[src/rtl/meas_pkg.sv]
// Shared types for the frequency-meter measurement sequencer.
package meas_pkg;

   typedef enum logic [1:0] {
      MODE_FREQ     = 2'd0,
      MODE_PERIOD   = 2'd1,
      MODE_INTERVAL = 2'd2,
      OP_SWEEP      = 2'd3
   } meas_mode_e;

   typedef enum logic [2:0] {
      IDLE    = 3'd0,
      M_START = 3'd1,
      M_ACK   = 3'd2,
      M_RUN   = 3'd3,
      C_START = 3'd4,
      C_ACK   = 3'd5,
      C_RUN   = 3'd6,
      NEXT    = 3'd7
   } seq_state_e;

   typedef enum logic [1:0] {
      ERR_NONE   = 2'd0,
      ERR_ACK    = 2'd1,
      ERR_RUN    = 2'd2,
      ERR_SERIAL = 2'd3
   } err_code_e;

   // Frequency mode runs on the F engine; period and interval share the T engine.
   function automatic logic uses_f_engine(input logic [1:0] mode);
      return (mode == MODE_FREQ);
   endfunction

endpackage

[src/rtl/meas_sequencer_if.sv]
// Command and engine handshake bundle between the host/engines and the sequencer.
interface meas_sequencer_if;
   logic       cmd_valid;
   logic [1:0] cmd_op;
   logic       ready;
   logic [1:0] mode;
   logic       Fbusy;
   logic       Tbusy;
   logic       Cbusy;
   logic       Fstart;
   logic       Tstart;
   logic       Cstart;
   logic       done;
   logic       err;
   logic [1:0] err_code;

   modport master (
      output cmd_valid, cmd_op, Fbusy, Tbusy, Cbusy,
      input  ready, mode, Fstart, Tstart, Cstart, done, err, err_code
   );

   modport slave (
      input  cmd_valid, cmd_op, Fbusy, Tbusy, Cbusy,
      output ready, mode, Fstart, Tstart, Cstart, done, err, err_code
   );
endinterface

[src/rtl/seq_watchdog.sv]
// Loadable down-counter; expired while the count sits at zero.
module seq_watchdog #(
   parameter int W = 27
) (
   input  logic         clk,
   input  logic         rst,
   input  logic         i_load,
   input  logic [W-1:0] i_load_val,
   output logic         o_expired
);

   logic [W-1:0] r_count;

   always_ff @(posedge clk or posedge rst) begin
      if (rst) begin
         r_count <= {W{1'b0}};
      end else if (i_load) begin
         r_count <= i_load_val;
      end else if (r_count != {W{1'b0}}) begin
         r_count <= r_count - {{(W-1){1'b0}}, 1'b1};
      end else begin
         r_count <= r_count;
      end
   end

   assign o_expired = (r_count == {W{1'b0}});

endmodule

[src/rtl/meas_sequencer.sv]
// Measurement command sequencer: launches the F or T engine, then the serial
// transmitter, with every wait phase bounded by a shared watchdog.
module meas_sequencer
   import meas_pkg::*;
#(
   parameter int ACK_CYCLES = 16,
   parameter int RUN_CYCLES = 2**26
) (
   input logic              clk,
   input logic              rst,
   meas_sequencer_if.slave  bus
);

   localparam int WD_W = $clog2(RUN_CYCLES + 1);
   // Loaded with N-1 so the abort lands exactly N cycles after entering a wait state.
   localparam logic [WD_W-1:0] ACK_LOAD = WD_W'(ACK_CYCLES - 1);
   localparam logic [WD_W-1:0] RUN_LOAD = WD_W'(RUN_CYCLES - 1);

   seq_state_e  r_state;
   logic [1:0]  r_mode;
   logic [1:0]  r_op;
   err_code_e   r_err_code;
   logic        r_ready;
   logic        r_fstart;
   logic        r_tstart;
   logic        r_cstart;
   logic        r_done;
   logic        r_err;

   seq_state_e  w_next;
   logic [1:0]  w_next_mode;
   logic [1:0]  w_next_op;
   err_code_e   w_next_code;
   logic        w_done;
   logic        w_err;
   logic        w_load;
   logic [WD_W-1:0] w_load_val;
   logic        w_expired;
   logic        w_eng_busy;

   seq_watchdog #(.W(WD_W)) u_wdog (
      .clk        (clk),
      .rst        (rst),
      .i_load     (w_load),
      .i_load_val (w_load_val),
      .o_expired  (w_expired)
   );

   assign w_eng_busy = uses_f_engine(r_mode) ? bus.Fbusy : bus.Tbusy;

   // Next-state, watchdog reload and pulse decisions.
   always_comb begin
      w_next      = r_state;
      w_next_mode = r_mode;
      w_next_op   = r_op;
      w_next_code = r_err_code;
      w_done      = 1'b0;
      w_err       = 1'b0;
      w_load      = 1'b0;
      w_load_val  = ACK_LOAD;
      case (r_state)
         IDLE: begin
            if (bus.cmd_valid) begin
               w_next_op   = bus.cmd_op;
               w_next_mode = (bus.cmd_op == OP_SWEEP) ? MODE_FREQ : bus.cmd_op;
               w_next_code = ERR_NONE;
               w_next      = M_START;
            end else begin
               w_next = IDLE;
            end
         end
         M_START: begin
            w_load     = 1'b1;
            w_load_val = ACK_LOAD;
            w_next     = M_ACK;
         end
         M_ACK: begin
            if (w_eng_busy) begin
               w_load     = 1'b1;
               w_load_val = RUN_LOAD;
               w_next     = M_RUN;
            end else if (w_expired) begin
               w_err       = 1'b1;
               w_next_code = ERR_ACK;
               w_next      = IDLE;
            end else begin
               w_next = M_ACK;
            end
         end
         M_RUN: begin
            // Busy falling on the expiry cycle still counts as a clean finish.
            if (!w_eng_busy) begin
               w_next = C_START;
            end else if (w_expired) begin
               w_err       = 1'b1;
               w_next_code = ERR_RUN;
               w_next      = IDLE;
            end else begin
               w_next = M_RUN;
            end
         end
         C_START: begin
            w_load     = 1'b1;
            w_load_val = ACK_LOAD;
            w_next     = C_ACK;
         end
         C_ACK: begin
            if (bus.Cbusy) begin
               w_load     = 1'b1;
               w_load_val = RUN_LOAD;
               w_next     = C_RUN;
            end else if (w_expired) begin
               w_err       = 1'b1;
               w_next_code = ERR_SERIAL;
               w_next      = IDLE;
            end else begin
               w_next = C_ACK;
            end
         end
         C_RUN: begin
            if (!bus.Cbusy) begin
               w_next = NEXT;
            end else if (w_expired) begin
               w_err       = 1'b1;
               w_next_code = ERR_SERIAL;
               w_next      = IDLE;
            end else begin
               w_next = C_RUN;
            end
         end
         NEXT: begin
            if ((r_op == OP_SWEEP) && (r_mode < MODE_INTERVAL)) begin
               w_next_mode = r_mode + 2'd1;
               w_next      = M_START;
            end else begin
               w_done = 1'b1;
               w_next = IDLE;
            end
         end
         default: begin
            w_next = IDLE;
         end
      endcase
   end

   // State and output registers; outputs are decoded from the next state so they align with it.
   always_ff @(posedge clk or posedge rst) begin
      if (rst) begin
         r_state    <= IDLE;
         r_mode     <= MODE_FREQ;
         r_op       <= 2'd0;
         r_err_code <= ERR_NONE;
         r_ready    <= 1'b1;
         r_fstart   <= 1'b0;
         r_tstart   <= 1'b0;
         r_cstart   <= 1'b0;
         r_done     <= 1'b0;
         r_err      <= 1'b0;
      end else begin
         r_state    <= w_next;
         r_mode     <= w_next_mode;
         r_op       <= w_next_op;
         r_err_code <= w_next_code;
         r_ready    <= (w_next == IDLE);
         r_fstart   <= (w_next == M_START) &&  uses_f_engine(w_next_mode);
         r_tstart   <= (w_next == M_START) && !uses_f_engine(w_next_mode);
         r_cstart   <= (w_next == C_START);
         r_done     <= w_done;
         r_err      <= w_err;
      end
   end

   assign bus.ready    = r_ready;
   assign bus.mode     = r_mode;
   assign bus.Fstart   = r_fstart;
   assign bus.Tstart   = r_tstart;
   assign bus.Cstart   = r_cstart;
   assign bus.done     = r_done;
   assign bus.err      = r_err;
   assign bus.err_code = r_err_code;

endmodule

[src/flat_wrapper.sv]
// flat-port wrapper written by rule: the top's interface ports become plain ports
module meas_sequencer_flat import meas_pkg::*;
#(
   parameter int ACK_CYCLES = 16,
   parameter int RUN_CYCLES = 2**26
)
  (clk, rst, bus_cmd_valid, bus_cmd_op, bus_Fbusy, bus_Tbusy, bus_Cbusy, bus_ready, bus_mode, bus_Fstart, bus_Tstart, bus_Cstart, bus_done, bus_err, bus_err_code);
  meas_sequencer_if bus_i ();
  input logic clk;
  input logic rst;
  input wire logic [$bits(bus_i.cmd_valid)-1:0] bus_cmd_valid;
  input wire logic [$bits(bus_i.cmd_op)-1:0] bus_cmd_op;
  input wire logic [$bits(bus_i.Fbusy)-1:0] bus_Fbusy;
  input wire logic [$bits(bus_i.Tbusy)-1:0] bus_Tbusy;
  input wire logic [$bits(bus_i.Cbusy)-1:0] bus_Cbusy;
  output wire logic [$bits(bus_i.ready)-1:0] bus_ready;
  output wire logic [$bits(bus_i.mode)-1:0] bus_mode;
  output wire logic [$bits(bus_i.Fstart)-1:0] bus_Fstart;
  output wire logic [$bits(bus_i.Tstart)-1:0] bus_Tstart;
  output wire logic [$bits(bus_i.Cstart)-1:0] bus_Cstart;
  output wire logic [$bits(bus_i.done)-1:0] bus_done;
  output wire logic [$bits(bus_i.err)-1:0] bus_err;
  output wire logic [$bits(bus_i.err_code)-1:0] bus_err_code;
  assign bus_i.cmd_valid = bus_cmd_valid;
  assign bus_i.cmd_op = bus_cmd_op;
  assign bus_i.Fbusy = bus_Fbusy;
  assign bus_i.Tbusy = bus_Tbusy;
  assign bus_i.Cbusy = bus_Cbusy;
  assign bus_ready = bus_i.ready;
  assign bus_mode = bus_i.mode;
  assign bus_Fstart = bus_i.Fstart;
  assign bus_Tstart = bus_i.Tstart;
  assign bus_Cstart = bus_i.Cstart;
  assign bus_done = bus_i.done;
  assign bus_err = bus_i.err;
  assign bus_err_code = bus_i.err_code;
  meas_sequencer #(.ACK_CYCLES(ACK_CYCLES), .RUN_CYCLES(RUN_CYCLES)) u_core (.clk(clk), .rst(rst), .bus(bus_i));
endmodule
[config.mk]
export PLATFORM = sky130hd
export DESIGN_NAME = meas_sequencer_flat
export DESIGN_NICKNAME = d
export VERILOG_FILES = /design/src/rtl/meas_pkg.sv /design/src/rtl/meas_sequencer_if.sv /design/src/rtl/seq_watchdog.sv /design/src/rtl/meas_sequencer.sv /design/src/flat_wrapper.sv
export SDC_FILE = /design/constraint.sdc
export NUM_CORES = 1
export LEC_CHECK = 0
export CAP_MARGIN = 10
export CORE_MARGIN = 5
export CORE_UTILIZATION = 25
export CTS_CLUSTER_DIAMETER = 30
export CTS_CLUSTER_SIZE = 24
export DETAILED_ROUTE_END_ITERATION = 8
export PLACE_DENSITY = 0.42
export REMOVE_ABC_BUFFERS = 1
export SLEW_MARGIN = 0
export SYNTH_ARGS = -nofsm -noshare
export SYNTH_HDL_FRONTEND = slang
export SYNTH_HIERARCHICAL = 1
export SYNTH_SLANG_ARGS = --single-unit
[constraint.sdc]
create_clock -name clk -period 4.3 [get_ports clk]
set_input_delay 0.86 -clock clk [delete_from_list [all_inputs] [get_ports clk]]
set_output_delay 0.86 -clock clk [all_outputs]
set_load 0.1 [all_outputs]
Word level (Yosys, flattened, before mapping)
Cells that the tools add are included.
{"block": "classes", "eq_ne": 18, "bitwise_logic": 0, "shift": 0, "n_reduce_logical": 15, "mul": 0, "mux": 41, "order_cmp": 1, "addsub": 2, "n_div": 0}
{"operator": "2-to-1 mux 27 bit", "count": 2}
{"operator": "case mux 27 bit (2 select lines)", "count": 1}
{"operator": "2-to-1 mux 26 bit", "count": 2}
{"operator": "logical NOT 27 bit", "count": 1}
{"operator": "nonzero test 27 bit", "count": 1}
{"operator": "subtractor 27 x 1 -> 27 bit, second input constant", "count": 1}
{"operator": "2-to-1 mux 2 bit", "count": 13}
{"operator": "case mux 3 bit (8 select lines)", "count": 1}
{"operator": "2-to-1 mux 3 bit", "count": 6}
{"operator": "== test 3 bit, second input constant", "count": 5}
{"operator": "2-to-1 mux 1 bit", "count": 12}
{"operator": "!= test 2 bit, second input constant", "count": 6}
{"operator": "case mux 2 bit (5 select lines)", "count": 1}
{"operator": "AND reduction 8 bit", "count": 1}
{"operator": "== test 3 x 1 -> 1 bit, second input constant", "count": 2}
{"operator": "== test 3 x 2 -> 1 bit, second input constant", "count": 2}
{"operator": "logical NOT 3 bit", "count": 2}
{"operator": "nonzero test 5 bit", "count": 1}
{"operator": "== test 2 bit, second input constant", "count": 2}
{"operator": "logical NOT 2 bit", "count": 2}
{"operator": "case mux 1 bit (4 select lines)", "count": 1}
{"operator": "case mux 2 bit (2 select lines)", "count": 1}
{"operator": "logical AND 1 bit", "count": 3}
{"operator": "case mux 1 bit (3 select lines)", "count": 1}
{"operator": "other kinds (7)", "count": 7}
{"block": "totals", "mem_bits_rw": 0, "ff_bits": 42, "mem_bits_ro": 0, "inputBits": 8, "latchBits": 0, "mem_count": 0, "wordCells": 88}

Depth between registers and ports, before layout
Gate-level depths: netlist of run 1.
{"block": "logic_depth", "ltp_word": 7, "ltp_mapped": 12, "depth_no_buf": 9}

Cells and area by module
The synthesis of run 1 kept the hierarchy.
{"mod": "seq_watchdog", "n_inst": 1, "seq_area_each_um2": 675.6, "area_each_um2": 1555.2, "cells_each": 161}
{"mod": "meas_sequencer", "n_inst": 1, "seq_area_each_um2": 376.6, "area_each_um2": 965.9, "cells_each": 103}

Least setup slack after synthesis of run 1
Ideal clock, no wire load.
{"block": "synth_timing", "path_kind": "reg-to-reg", "from": "reg u_core.u_wdog.r_count[0]", "to": "reg u_core.r_err_code[0] (netlist: u_core/bus.err_code[0])", "path_buffers": 3, "arrival_ns": 3.169, "path_slack_ns": 1.027, "path_stages_with_launch": 13, "period_less_slack_ns": 3.273, "path_cell_list": "dfrtp_1 -> inv_1 -> ha_1 -> or3b_2 -> or4b_4 -> buf_6 -> nor4b_4 -> buf_2 -> clkbuf_1 -> inv_1 -> a31oi_1 -> nor2_1 -> a221oi_1"}
{"block": "synth_via", "elab_chain_cells": 4, "elab_cells_between_ends": 8, "cone_classes": "eq/ne (2); mux (4); reduce/logical (2)"}
{"element": "start, declared", "line_no": "seq_watchdog.sv:12", "source": "logic [W-1:0] r_count;"}
{"element": "start signal, assigned", "line_no": "seq_watchdog.sv:16", "source": "r_count <= {W{1'b0}};"}
{"element": "start signal, assigned", "line_no": "seq_watchdog.sv:18", "source": "r_count <= i_load_val;"}
{"element": "start signal, assigned", "line_no": "seq_watchdog.sv:20", "source": "r_count <= r_count - {{(W-1){1'b0}}, 1'b1};"}
{"element": "logical NOT 27 bit (*)", "line_no": "seq_watchdog.sv:26", "source": "assign o_expired = (r_count == {W{1'b0}});"}
{"element": "via u_core.w_expired", "line_no": "meas_sequencer.sv:38", "source": "logic w_expired;"}
{"element": "2-to-1 mux 2 bit"}
{"element": "2-to-1 mux 2 bit, on equally long branches"}
{"element": "case mux 2 bit (5 select lines)"}
{"element": "end signal, assigned", "line_no": "meas_sequencer.sv:163", "source": "r_err_code <= w_next_code;"}
{"element": "end, declared", "line_no": "meas_sequencer.sv:22", "source": "err_code_e r_err_code;"}
The timed path passes the listed nets; every way through them passes the cells marked *. The select of a mux whose other input is x is not followed.
A chain may end at the register's enable or synchronous reset.

Worst setup path in the final report of run 1
{"block": "layout_timing", "from": "reg u_core.u_wdog.r_count[0]", "to": "reg u_core.r_err_code[1] (netlist: u_core/bus.err_code[1])"}
The elaborated chain is that of the path after synthesis.

==> qor.csv, run 1 <==
stage,metric,value,unit
synthesis,post-synth top area cell,dfrtp_1,
worst_setup_path,worst reg2reg startpoint,u_core/u_wdog/r_count[0],
cts,Clock Tree Root,clkbuf_8,
pwr,Tot Pwr,2.10,mW
detailed_routing,top sig layer,met4,
global_routing,vias in the first global route,1976,
worst_setup_path,Setup crit end kind,flop,
finish,Final Util,30.3,%
finish,fin area,0.00298,sq mm
floorplanning,Cell Rows,36,
cts,hold_buf cts,0,
pwr,leak pwr,1.17,nW
worst_setup_path,startpoint types,flop,
detailed_routing,vias per std cell,4.73,
synthesis,Synth Flop Type,dfrtp_1,
detailed_routing,first drt pass iteration count,4,
timing,achievable frequency,298,MHz
placed_design,Buffers on Ports,17,
cts,Clock transition at path regs,80,ps
detailed_routing,wire length per cell,13.4,microns
synthesis,Syn Area/Cell,9.55,sq um
synthesis,number of enable flip-flop cells after synthesis,0,
synthesis,post-synthesis sequential area ratio,41.7,%
worst_setup_path,worst path arrival time,3550,ps
worst_setup_path,"reg-to-reg slack, setup",940,ps
detailed_routing,DR DRC count,0,
floorplanning,Die Y-Extent,110,microns
cts,H-tree Lvls,2,
worst_setup_path,worst-path fanout max,16,
worst_hold_path,Min-Delay Startpoint,u_core/r_op[1],
finish,layout cells sized above 1,9.68,%
detailed_routing,DRT iter0 DRCs,59,
global_routing,Tot GR Track Use,9.33,%
run,number of max-cap violations,0,
worst_setup_path,crit path kind,reg2reg,
synthesis,main area contributors after synthesis,"dfrtp_1 (41%), o31ai_1 (7.1%), xnor2_1 (4.9%)",
cts,maximum clock insertion buffer count,2,
global_routing,grt ovf,0,
timing,Slew @ Worst Pin,1010,ps
timing,final setup fails,0,
timing,relative slew slack,32.8,%
cts,CTS resizes,0,
timing,count of pins over their slew limit,0,
cts,Num CTS Buffers,5,
synthesis,"flops & latches, synth",42,
synthesis,post-synth top area share,40.7,%
synthesis,Post-Syn Area,0.00252,sq mm
synthesis,Synth Warn #,6,
placed_design,DP Area,0.00284,sq mm
detailed_routing,metal2 WL,2460,microns
synthesis,synth unique cells,56,
finish,ant diodes,0,
worst_setup_path,R2R Path End,u_core/bus.err_code[1],
synthesis,count of mapped cells out of synthesis,264,
timing,hold_ws,528,ps
cts,worst skew pair latency,290,ps
timing,Fin. Hold Viols,0,
placed_design,HPWL after detailed placement,3720,microns
finish,fin nets,288,
global_routing,global-route wire length before repair,9610,microns
cts,Post-CTS Setup Bufs,0,
finish,Area Growth Syn to Fin,18.2,%
synthesis,Post-synth ARST share,100,%
worst_setup_path,Reg2Reg Depth,9,
floorplanning,core area,0.00982,sq mm
timing,Worst Skew,5.59,ps
worst_hold_path,cell count of the worst hold path,1,
timing,Final min period,3360,ps
pwr,worst vdd rail ir drop,397,uV
floorplanning,chip width,110,microns
timing,final worst path period share,78.1,%
detailed_routing,final wirelength,5520,microns
floorplanning,Initial Util,25.7,%
pwr,Cell Pwr Density,704,mW/mm^2
timing,RSZ-0062 raised after global routing,false,
worst_setup_path,WP data required,4490,ps
global_routing,initial antenna violation count,0,
worst_hold_path,hold endpoint,u_core/bus.done,
placed_design,RePlAce Congestion,0.743,
detailed_routing,remaining antenna violation count after routing,0,
worst_hold_path,Hold Path Class,reg2reg,
cts,CTS tree,yes,
detailed_routing,M1 wire length,2800,microns
global_routing,largest net degree at the start of global routing,29,
floorplanning,# IOs,18,
cts,Sink Count,42,
detailed_routing,met3 WL,166,microns
detailed_routing,via count,1947,
outcome,status,"complete, no violations",
floorplanning,Die ar.,0.0122,sq mm
[cells in the final DEF, fill, tap and decap left out, types with 4 or more instances in the layout]
master and n:
dfrtp_1 41, nand2_1 32, o31ai_1 23, clkdlybuf4s50_1 17, xnor2_1 14, nor3_1 11
inv_1 10, nor2_1 9, xor2_1 8, a21o_1 7, clkbuf_8 6, nand3b_1 6
o21ai_0 6, nor2b_1 6, or4_1 6, buf_4 5, conb_1 5, nand3_1 4
a211oi_1 4, nor4_1 4
[routing by layer]
| layer | vias up | track usage (%) |
|---|---|---|
| met4 | 0 | 3.28 |
| met3 | 9 | 2.57 |
| met2 | 25 | 13.9 |
| li1 | 975 | - |
| met5 | - | 0 |
| met1 | 938 | 12.9 |
[cell families (layout without fill, tap and decap cells)]
kind of cell               count (synthesis)  count (layout)  synth area share (%)
AOI/OAI and AO/OA                         63              63                  18.3
xor gates and xnor gates                  22              22                  7.64
adders and majority gates                  2               2                 0.992
buffers and inverters                     29              41                  5.26
DFF                                       42              42                  41.7
muxes                                      6               6                  3.08
other                                      2               5                 0.298
and+or+nand+nor                           98              98                  22.7
[worst max path at each step]
| stage | startpoint | end | slack, ps | cells after the start |
|---|---|---|---|---|
| floorplan | u_core/bus.mode[1] | u_core/u_wdog/r_count[25] | -970 | 6 |
| global placement | u_core/u_wdog/r_count[0] | u_core/bus.ready | 1000 | 9 |
| detailed placement | u_core/u_wdog/r_count[0] | u_core/bus.err_code[1] | 940 | 9 |
| CTS | u_core/u_wdog/r_count[0] | u_core/bus.err_code[0] | 910 | 9 |
| global route | u_core/u_wdog/r_count[0] | u_core/bus.err_code[0] | 620 | 9 |
| finish | u_core/u_wdog/r_count[0] | u_core/bus.err_code[1] | 940 | 9 |
[area by class of cell]
| cell class | count | area, sq um |
|---|---|---|
| Fill cell | 1074 | 6840 |
| Multi-Input combinational cell | 196 | 1370 |
| Sequential cell | 42 | 1050 |
| Timing Repair Buffer | 23 | 235 |
| Tap cell | 133 | 166 |
| Clock inverter | 1 | 30.0 |
| Clock buffer | 7 | 86.3 |
| Inverter | 10 | 37.5 |
[registers in the layout, indices dropped and copies added (netlist names)]
signal,flops
u_core/bus.Tstart,1
u_core/r_state,3
u_core/r_op,2
u_core/u_wdog/r_count,27
u_core/bus.err_code,2
u_core/bus.done,1
u_core/bus.mode,2
u_core/bus.ready,1
u_core/bus.err,1
u_core/bus.Cstart,1
u_core/bus.Fstart,1
[synth_stat cells, types with 4 or more instances]
cell	number
xnor2_1	14
buf_2	4
nor2b_1	6
clkbuf_1	12
inv_1	10
nor3_1	11
nand3_1	4
o31ai_1	24
dfrtp_1	41
nand3b_1	6
a21o_1	7
xor2_1	8
a211oi_1	4
or4_1	6
o21ai_0	6
nor2_1	9
nor4_1	4
nand2_1	32
[through the flow]
| stage | setup TNS (ps) | worst slack, ps | std cells |
|---|---|---|---|
| 2_1_floorplan | -21150 | -966 | 248 |
| 3_3_place_gp | 0 | 1000 | 403 |
| 3_5_place_dp | 0 | 935 | 403 |
| 4_1_cts | 0 | 914 | 411 |
| 5_1_grt | 0 | 620 | 412 |
| 6_report | 0 | 942 | 412 |
[worst max-delay path, cell delays in order, from the launching register on]
cell,delay (ps)
dfrtp_1,400
inv_1,90
ha_1,180
or3b_2,510
or4b_4,640
nor4b_4,730
inv_1,170
a31oi_1,260
nor2_1,70
a221oi_1,200
[power by group]
part | switching [mW] | total (mW) | internal, mW
Combinational | 0.626 | 1.06 | 0.429
Sequential | 0.186 | 0.714 | 0.529
Clock | 0.137 | 0.327 | 0.189
Total | 0.949 | 2.10 | 1.15
No activity file was read; power rests on OpenSTA's default activity.
==> run 2, diff against run 1 <==
==> constraint.sdc (replaced) <==
create_clock -name clk -period 3.2 [get_ports clk]
set_input_delay 0.64 -clock clk [delete_from_list [all_inputs] [get_ports clk]]
set_output_delay 0.64 -clock clk [all_outputs]
set_load 0.1 [all_outputs]
==> run 2 against run 1 <==
Compared with the run above:
- utilization is 0.47 points lower
- count of clock-buffer cells in the layout is the same
- die area did not move
- fmax up 13%
- clock skew grew 0.89 ps
- register-to-register slack got worse by 710 ps
- hold slack got worse by 7.2 ps
- clock power up 2%
- critical path depth increased by 1
- via count down 1.5%
- first-iteration DRC count up 15%
- critical endpoint is now u_core/bus.err_code[0]
- highest routed layer unchanged
==> qor.csv, run 2 (same netlist as run 1, synthesis figures left out) <==
stage,metric,value,unit
timing,achievable frequency,337,MHz
worst_setup_path,worst path arrival time,3160,ps
pwr,Cell Pwr Density,938,mW/mm^2
worst_setup_path,WP data required,3390,ps
floorplanning,core area,0.00982,sq mm
floorplanning,# IOs,18,
worst_hold_path,cell count of the worst hold path,1,
timing,relative slew slack,40.6,%
run,number of max-cap violations,0,
global_routing,vias in the first global route,2026,
worst_setup_path,startpoint types,flop,
pwr,leak pwr,1.18,nW
cts,maximum clock insertion buffer count,2,
detailed_routing,final wirelength,5860,microns
timing,Fin Setup TNS,0,ps
floorplanning,Die Y-Extent,110,microns
finish,Area Growth Syn to Fin,16.3,%
timing,Slew @ Worst Pin,890,ps
timing,final worst slack,230,ps
detailed_routing,vias per std cell,4.63,
detailed_routing,DR DRC count,0,
cts,Clock transition at path regs,80,ps
cts,H-tree Lvls,2,
floorplanning,chip width,110,microns
timing,Final min period,2970,ps
finish,Largest register FFs,27,
global_routing,global-route wire length before repair,9920,microns
placed_design,RePlAce Congestion,0.729,
cts,CTS tree,yes,
finish,FILL cells,1073,
detailed_routing,first drt pass iteration count,4,
worst_setup_path,worst-path fanout max,16,
outcome,status,"complete, no violations",
timing,count of pins over their slew limit,0,
pwr,worst vdd rail ir drop,455,uV
finish,Final Util,29.9,%
floorplanning,Die ar.,0.0122,sq mm
finish,Top reg by flops,u_core/u_wdog/r_count,
placed_design,Buffers on Ports,17,
global_routing,Tot GR Track Use,9.67,%
global_routing,largest net degree at the start of global routing,32,
detailed_routing,DRT iter0 DRCs,68,
finish,layout cells sized above 1,13.5,%
worst_setup_path,"reg-to-reg slack, setup",230,ps
cts,Clock Tree Root,clkbuf_8,
detailed_routing,via count,1917,
worst_hold_path,Hold Path Class,reg2reg,
timing,final worst path period share,92.8,%
cts,Post-CTS Setup Bufs,0,
floorplanning,Cell Rows,36,
timing,final setup fails,0,
finish,"commonest non-fill, non-tap cell in the layout",dfrtp_1,
timing,RSZ-0062 raised after global routing,false,
global_routing,initial antenna violation count,0,
floorplanning,Initial Util,25.7,%
timing,Worst Skew,6.48,ps
finish,fin nets,291,
detailed_routing,wire length per cell,14.2,microns
cts,worst skew pair latency,290,ps
cts,Num CTS Buffers,5,
timing,Fin. Hold Viols,0,
finish,top flop regs,"u_core/u_wdog/r_count: 27 flops, u_core/r_state: 3 flops",
placed_design,HPWL after detailed placement,3870,microns
worst_setup_path,Reg2Reg Depth,10,
finish,ant diodes,0,
worst_setup_path,crit path kind,reg2reg,
worst_setup_path,Setup crit end kind,flop,
cts,Sink Count,42,
finish,Seq. cell area,0.00105,sq mm
placed_design,Setup WS pre-CTS,191,ps
finish,most frequent cells in the layout,"dfrtp_1 (41), nand2_1 (32), o31ai_1 (23), buf_4 (17), xnor2_1 (14)",
detailed_routing,remaining antenna violation count after routing,0,
global_routing,grt ovf,0,
finish,footprint of the multi-input gates,0.00137,sq mm
## run 2: worst paths after layout
| kind | start | endpoint |
|---|---|---|
| setup / recovery | u_core/u_wdog/r_count[0] | u_core/bus.err_code[0] |
| hold / removal | u_core/r_op[1] | u_core/bus.done |
| setup reg to reg | u_core/u_wdog/r_count[0] | u_core/bus.err_code[0] |
| hold reg to reg | u_core/r_op[1] | u_core/bus.done |
| max in group asynchronous | rst | u_core/r_state[1] |
| min in group asynchronous | rst | u_core/u_wdog/r_count[14] |
## run 2: worst max-delay path, cell delays in order (launching register included)
cell and delay, ps:
dfrtp_1 400, inv_1 90, ha_1 180, or3b_2 510, or4b_4 640, nor4b_4 270, buf_6 210, inv_1 80
a31oi_1 200, nor2_1 70, a221oi_1 220
## run 2: through the flow
| stage | cell area, sq um | std cells | hold slack, ps | power, mW |
|---|---|---|---|---|
| 3_5_place_dp | 2850 | 407 | 499 | 2.43 |
| 6_report | 2930 | 414 | 521 | 2.75 |
| 5_1_grt | 2930 | 414 | 546 | 2.97 |
| 2_1_floorplan | 2440 | 248 | 467 | 2.01 |
| 4_1_cts | 2930 | 414 | 520 | 2.79 |
| 3_3_place_gp | 2850 | 407 | 518 | 2.43 |
## run 2: area by class of cell
| class | instances | area share [%] |
|---|---|---|
| Multi-Input combinational cell | 196 | 46.8 |
| Sequential cell | 42 | 35.9 |
| Timing Repair Buffer | 26 | 7.81 |
| Tap cell | 133 | 5.67 |
| Clock buffer | 7 | 2.60 |
| Inverter | 10 | 1.28 |
## run 2: where the power goes
group	total, mW	switching (mW)	internal [mW]
registers	0.901	0.190	0.712
logic	1.52	0.922	0.594
clock network	0.334	0.183	0.151
total	2.75	1.30	1.46
## run 2: repair_timing
action	4_1_cts	5_1_grt
endpoints found under the setup margin	0	3
gates resized for setup	0	1
endpoints found under the hold margin	0	0
hold buffers	0	0
## run 2: metal layers
metal / global-route usage (%) / up-vias / routed length [microns]
met5: 0 / - / 0
met4: 2.22 / 0 / 27
met3: 2.13 / 2 / 113
met2: 16.0 / 19 / 2700
met1: 12.9 / 917 / 3020
li1: - / 979 / -
